`src/rtl/servo_pwm_capture_pkg.sv`:
```
// Shared constants and types for the servo PWM capture/generation blocks.
package servo_pwm_capture_pkg;

  localparam int unsigned CLK_HZ          = 26_000_000;
  localparam int unsigned DEFAULT_CNT_W   = 24;
  // About 40 ms at 26 MHz: two missed 50 Hz frames.
  localparam int unsigned DEFAULT_TIMEOUT = 1_048_576;

  typedef enum logic [1:0] {
    StIdle,
    StHigh,
    StLow
  } cap_state_e;

endpackage

```
`src/rtl/servo_pwm_capture_filter.sv`:
```
// Pin conditioning: two-flop synchronizer, FILT_LEN-sample deglitch and
// single-cycle rise/fall pulses aligned with the filtered level change.
module servo_pwm_capture_filter #(
  parameter int unsigned FILT_LEN = 4
) (
  input  logic clk_i,
  input  logic reset_ni,
  input  logic sig_i,
  output logic level_o,
  output logic rise_o,
  output logic fall_o
);

  logic [1:0] sync_q;
  logic       level_q, level_d;
  logic [3:0] fcnt_q, fcnt_d;
  logic       rise_q, fall_q;

  // Toggle only after FILT_LEN consecutive deviating samples; any agreeing
  // sample restarts the count.
  always_comb begin
    level_d = level_q;
    fcnt_d  = '0;
    if (sync_q[1] != level_q) begin
      if (fcnt_q == 4'(FILT_LEN - 1)) begin
        level_d = ~level_q;
      end else begin
        fcnt_d = fcnt_q + 4'd1;
      end
    end
  end

  // Synchronizer, filter state and edge pulses.
  always_ff @(posedge clk_i or negedge reset_ni) begin
    if (!reset_ni) begin
      sync_q  <= '0;
      level_q <= 1'b0;
      fcnt_q  <= '0;
      rise_q  <= 1'b0;
      fall_q  <= 1'b0;
    end else begin
      sync_q  <= {sync_q[0], sig_i};
      level_q <= level_d;
      fcnt_q  <= fcnt_d;
      rise_q  <= level_d & ~level_q;
      fall_q  <= ~level_d & level_q;
    end
  end

  assign level_o = level_q;
  assign rise_o  = rise_q;
  assign fall_o  = fall_q;

endmodule

```
`src/rtl/servo_pwm_capture.sv`:
```
// Servo PWM capture: measures rise-to-rise period and high width in clk cycles,
// strobes each completed period and flags loss of signal.
module servo_pwm_capture
  import servo_pwm_capture_pkg::*;
#(
  parameter int unsigned CNT_W    = DEFAULT_CNT_W,
  parameter int unsigned FILT_LEN = 4,
  parameter int unsigned TIMEOUT  = DEFAULT_TIMEOUT
) (
  input  logic             clk_i,
  input  logic             reset_ni,
  input  logic             enable_i,
  input  logic             pwm_in_i,
  output logic [CNT_W-1:0] period_meas_o,
  output logic [CNT_W-1:0] pulse_meas_o,
  output logic             meas_valid_o,
  output logic             signal_lost_o,
  output logic             pwm_level_o
);

  localparam logic [CNT_W-1:0] CntMax     = '1;
  localparam logic [CNT_W-1:0] TimeoutVal = CNT_W'(TIMEOUT);
  localparam logic [CNT_W-1:0] CntOne     = CNT_W'(1);

  logic rise, fall, timeout;
  cap_state_e state_q, state_d;
  logic [CNT_W-1:0] cnt_q, cnt_d, cnt_inc;
  logic [CNT_W-1:0] pulse_tmp_q, pulse_tmp_d;
  logic [CNT_W-1:0] period_q, period_d, pulse_q, pulse_d;
  logic valid_q, valid_d, lost_q, lost_d;

  servo_pwm_capture_filter #(
    .FILT_LEN(FILT_LEN)
  ) u_filter (
    .clk_i   (clk_i),
    .reset_ni(reset_ni),
    .sig_i   (pwm_in_i),
    .level_o (pwm_level_o),
    .rise_o  (rise),
    .fall_o  (fall)
  );

  assign timeout = (cnt_q == TimeoutVal);
  assign cnt_inc = (cnt_q == CntMax) ? cnt_q : cnt_q + CntOne;

  // State register.
  always_ff @(posedge clk_i or negedge reset_ni) begin
    if (!reset_ni) state_q <= StIdle;
    else           state_q <= state_d;
  end

  // Next state: disable dominates, then edges, then timeout.
  always_comb begin
    state_d = state_q;
    if (!enable_i) begin
      state_d = StIdle;
    end else begin
      unique case (state_q)
        StIdle:  if (rise) state_d = StHigh;
        StHigh:  if (fall) state_d = StLow;  else if (timeout) state_d = StIdle;
        StLow:   if (rise) state_d = StHigh; else if (timeout) state_d = StIdle;
        default: state_d = StIdle;
      endcase
    end
  end

  // Datapath and outputs: counter, width latch, result update and loss flag.
  always_comb begin
    cnt_d       = cnt_q;
    pulse_tmp_d = pulse_tmp_q;
    period_d    = period_q;
    pulse_d     = pulse_q;
    valid_d     = 1'b0;
    lost_d      = lost_q;
    if (!enable_i) begin
      cnt_d = '0;
    end else begin
      unique case (state_q)
        StIdle: cnt_d = rise ? CntOne : '0;
        StHigh: begin
          if (fall) begin
            pulse_tmp_d = cnt_q;
            cnt_d       = cnt_inc;
          end else if (timeout) begin
            lost_d = 1'b1;
            cnt_d  = '0;
          end else begin
            cnt_d = cnt_inc;
          end
        end
        StLow: begin
          if (rise) begin
            period_d = cnt_q;
            pulse_d  = pulse_tmp_q;
            valid_d  = 1'b1;
            lost_d   = 1'b0;
            cnt_d    = CntOne;
          end else if (timeout) begin
            lost_d = 1'b1;
            cnt_d  = '0;
          end else begin
            cnt_d = cnt_inc;
          end
        end
        default: cnt_d = '0;
      endcase
    end
  end

  // Measurement registers; loss flag resets set because no signal is seen yet.
  always_ff @(posedge clk_i or negedge reset_ni) begin
    if (!reset_ni) begin
      cnt_q       <= '0;
      pulse_tmp_q <= '0;
      period_q    <= '0;
      pulse_q     <= '0;
      valid_q     <= 1'b0;
      lost_q      <= 1'b1;
    end else begin
      cnt_q       <= cnt_d;
      pulse_tmp_q <= pulse_tmp_d;
      period_q    <= period_d;
      pulse_q     <= pulse_d;
      valid_q     <= valid_d;
      lost_q      <= lost_d;
    end
  end

  assign period_meas_o = period_q;
  assign pulse_meas_o  = pulse_q;
  assign meas_valid_o  = valid_q;
  assign signal_lost_o = lost_q;

endmodule
```
`config.mk`:
```
export PLATFORM = sky130hd
export DESIGN_NAME = servo_pwm_capture
export DESIGN_NICKNAME = d
export VERILOG_FILES = /design/src/rtl/servo_pwm_capture_pkg.sv /design/src/rtl/servo_pwm_capture_filter.sv /design/src/rtl/servo_pwm_capture.sv
export SDC_FILE = /design/constraint.sdc
export NUM_CORES = 1
export LEC_CHECK = 0
export ABC_CLOCK_PERIOD_IN_PS = 3400
export BUFFER_PORTS_ARGS = -buffer_cell sky130_fd_sc_hd__buf_2
export CAP_MARGIN = 20
export CORE_ASPECT_RATIO = 0.5
export CORE_UTILIZATION = 45
export CTS_CLUSTER_DIAMETER = 30
export DETAILED_ROUTE_END_ITERATION = 12
export SLEW_MARGIN = 10
export SYNTH_ARGS = -nofsm -noshare
export SYNTH_HDL_FRONTEND = slang
export SYNTH_SLANG_ARGS = --single-unit
```
`constraint.sdc`:
```
create_clock -name clk_i -period 3.4 [get_ports clk_i]
set_input_delay 0.17 -clock clk_i [delete_from_list [all_inputs] [get_ports clk_i]]
set_output_delay 0.17 -clock clk_i [all_outputs]
set_load 0.01 [all_outputs]
```
==> run metrics <==
status complete, no violations; drc violations 0; worst vdd ir between 300 and 400 uV; RSZ-0062 raised after global routing false; synth unique cells 48; Sw Pwr 567 uW; Syn. warnings 0; most common cell in the netlist nand2_1; CP endpoint kind flop; filler cell count between 900 and 1000; ranking of synthesized cells by area dfrtp_1 (58%), nand2_1 (12%), mux2_2 (4.9%), xnor2_1 (3.4%), nor2_1 (2.3%); Synth area leader dfrtp_1; Post-Synth XOR/XNOR Area 4.53%; Final nets 512; endpoints failing setup 0; Arrival @ worst endpoint 2580 ps; flops & latches, synth 109; WL per Instance between 10 and 15 um; Pleak 0.00274 uW; WS Path Type reg2reg; total grt overflow 0; ANT cells 0; DR vias/cell a little over 5; vias in the first global route 3092; Die Y 73.8 um; area of the core 9730 sq um; synth cell count leaders nand2_1 (149), dfrtp_1 (108), nor2_1 (28); asr flop ratio synth 100%; Synth Flop Type dfrtp_1; Ports 55; Fmax achieved 434 MHz; number of port buffers 54; sequential cell area fraction in the yosys report 58.8%; routability cong. 0.782; DP Worst Slack 1130 ps; worst hold margin 140 ps; clock slew at reported path FFs approximately 70 ps; deepest clock path buffer count 2; maxcap violations 0; layout cells sized above 1 between 20% and 30%; Pwr Density 455 nW/um^2; CP max stage delay roughly 560 ps; Hold Crit Class in2reg; pin count of the biggest net entering global routing 68; CP Max Fanout 10; syn nets 462; Clock Power Share 41.0%; post-synthesis adder-cell area fraction 0.809%; Slew Viols, Final 0; final core occ 55.0%; crit share post-route about two thirds; skew final 6.19 ps; CTS tree yes; routed via count between 3000 and 4000; Post-synth EDFFs 0; worst setup margin 1100 ps; switch share about a quarter; largest family of logic cells by synthesized area simple AND/OR/NAND/NOR gates; drt pass-1 iters 4; setup tns final 0 ps; DP Wirelength 6500 um; Synth Area in Compound Gates 5.74%; CTS H-tree lvls 3; Post-Route WL 9650 um; share of power burned in registers 54.8%; GRT Overall Usage 20.2%; synthesized-area fraction occupied by and/or/nand/nor cells 22.7%; Cells after Synth 455; Final Power 2430 uW; die width 146 um; crit path cell chain nand4_2 > nor4_4 > buf_4 > nand2_1 > xnor2_1 > o221a_2; Worst EP required around 3700 ps; Syn Std Cell Area 4640 sq um; Initial Utilization a little under half; Slew @ Worst Pin 862 ps; Area growth syn-to-layout 15.4%; power share of the combinational group 4.2%; Slew Limit Headroom 42.6%; final hold vios 0; top-area cell type share of the netlist area 58.2%; root buf cell clkbuf_16; mux contribution to synthesized area 4.85%; CTS Buf Count 9; Worst setup SP type flop; Clock Sinks 109; DRT iter0 DRCs 164; minimum clock period 2300 ps; ANT nets after route 0; die footprint about 11000 sq um; Int Pwr 1870 uW; initial antenna violation count 0; Avg Cell Area, Syn 10.2 sq um; slowest cell on the critical path nor4_4; worst-skew pair later-pin latency 350 ps; Core Rows 25; first-pass GRT wire length 16500 um
worst max-delay path, delay by kind of cell (launching register included):
| family | cells | cell delay, ps |
|---|---|---|
| AOI/OAI and AO/OA | 1 | 260 |
| and+or+nand+nor | 3 | 890 |
| DFF | 1 | 510 |
| xor gates and xnor gates | 1 | 270 |
| buffers and inverters | 1 | 280 |
flip-flops by register name, summed over array words and instances, names as in the netlist:
register and count:
cnt_q 24, u_filter.fall_o 1, period_meas_o 24, state_q 2, pulse_tmp_q 24, u_filter.level_o 1
u_filter.sync_q 2, pulse_meas_o 24, u_filter.fcnt_q 4, u_filter.rise_o 1, meas_valid_o 1, signal_lost_o 1
logic make-up (layout without fill, tap and decap cells):
logic type	count (synthesis)	count (layout)
xor gates and xnor gates	24	24
DFF	109	109
adders and majority gates	3	3
and+or+nand+nor	232	232
muxes	20	20
AOI/OAI and AO/OA	38	38
buffers and inverters	29	84
through the flow:
| step | instances | cell area (sq um) |
|---|---|---|
| after floorplan | 455 | 4640 |
| after global placement | 627 | 5050 |
| after detailed placement | 627 | 5050 |
| after CTS | 645 | 5350 |
| after global routing | 645 | 5350 |
| final | 645 | 5350 |
power groups by stage:
stage / clock, uW / sequential (uW) / combinational, uW
after floorplan: 0 / 1360 / 50.5
after global placement: 0 / 1360 / 103
after detailed placement: 0 / 1360 / 104
after CTS: 1030 / 1330 / 106
after global routing: 1070 / 1340 / 119
final: 999 / 1330 / 102
worst paths after layout:
check / from / end / slack [ps] / cells past startpoint
max reg2reg: cnt_q[16] / cnt_q[0] / 1100 / 6
min in group asynchronous: reset_ni / u_filter.fcnt_q[3] / 470 / 2
max in group asynchronous: reset_ni / signal_lost_o / 2170 / 3
max: cnt_q[16] / cnt_q[0] / 1100 / 6
min reg2reg: u_filter.sync_q[0] / u_filter.sync_q[1] / 350 / 0
min: enable_i / state_q[1] / 140 / 2
repair_timing:
| action | in CTS | in global routing |
|---|---|---|
| hold buffers | 2 | 0 |
| hold endpoints to repair | 67 | 0 |
| setup buffers | 0 | 0 |
| resized for setup | 0 | 0 |
| setup endpoints to repair | 0 | 0 |
placed cells by master (no fill, tap or decap), drive strengths merged, types with 4 or more instances in the layout:
cell type  instances
inv                9
xor2               6
buf               60
clkbuf            10
nor4               5
a211oi             5
o21ai             12
dfrtp            108
nand4              7
nor2b              5
mux2              20
nor2              29
a21oi             10
nor3b              4
nand2            149
nand3             14
nand2b             4
xnor2             18
cell type report:
cell class | count | area [sq um] | share of cell area (%)
clock inverter | 6 | 55.1 | 1.03
timing repair buffer | 62 | 350 | 6.54
multi-input combinational | 317 | 1800 | 33.6
clock buffer | 10 | 229 | 4.28
tap | 135 | 169 | 3.15
inverter | 6 | 22.5 | 0.421
sequential | 109 | 2730 | 51.0
metal layers:
| metal | part of all wire, % | vias to the layer above | track usage (%) |
|---|---|---|---|
| met3 | 3.8 | 8 | 5.03 |
| met5 | 0 | - | 0 |
| li1 | - | 1608 | - |
| met1 | 57 | 1578 | 31.9 |
| met2 | 38 | 60 | 27.2 |
| met4 | 0.87 | 0 | 4.91 |
Power figures use the tool's default switching activity.
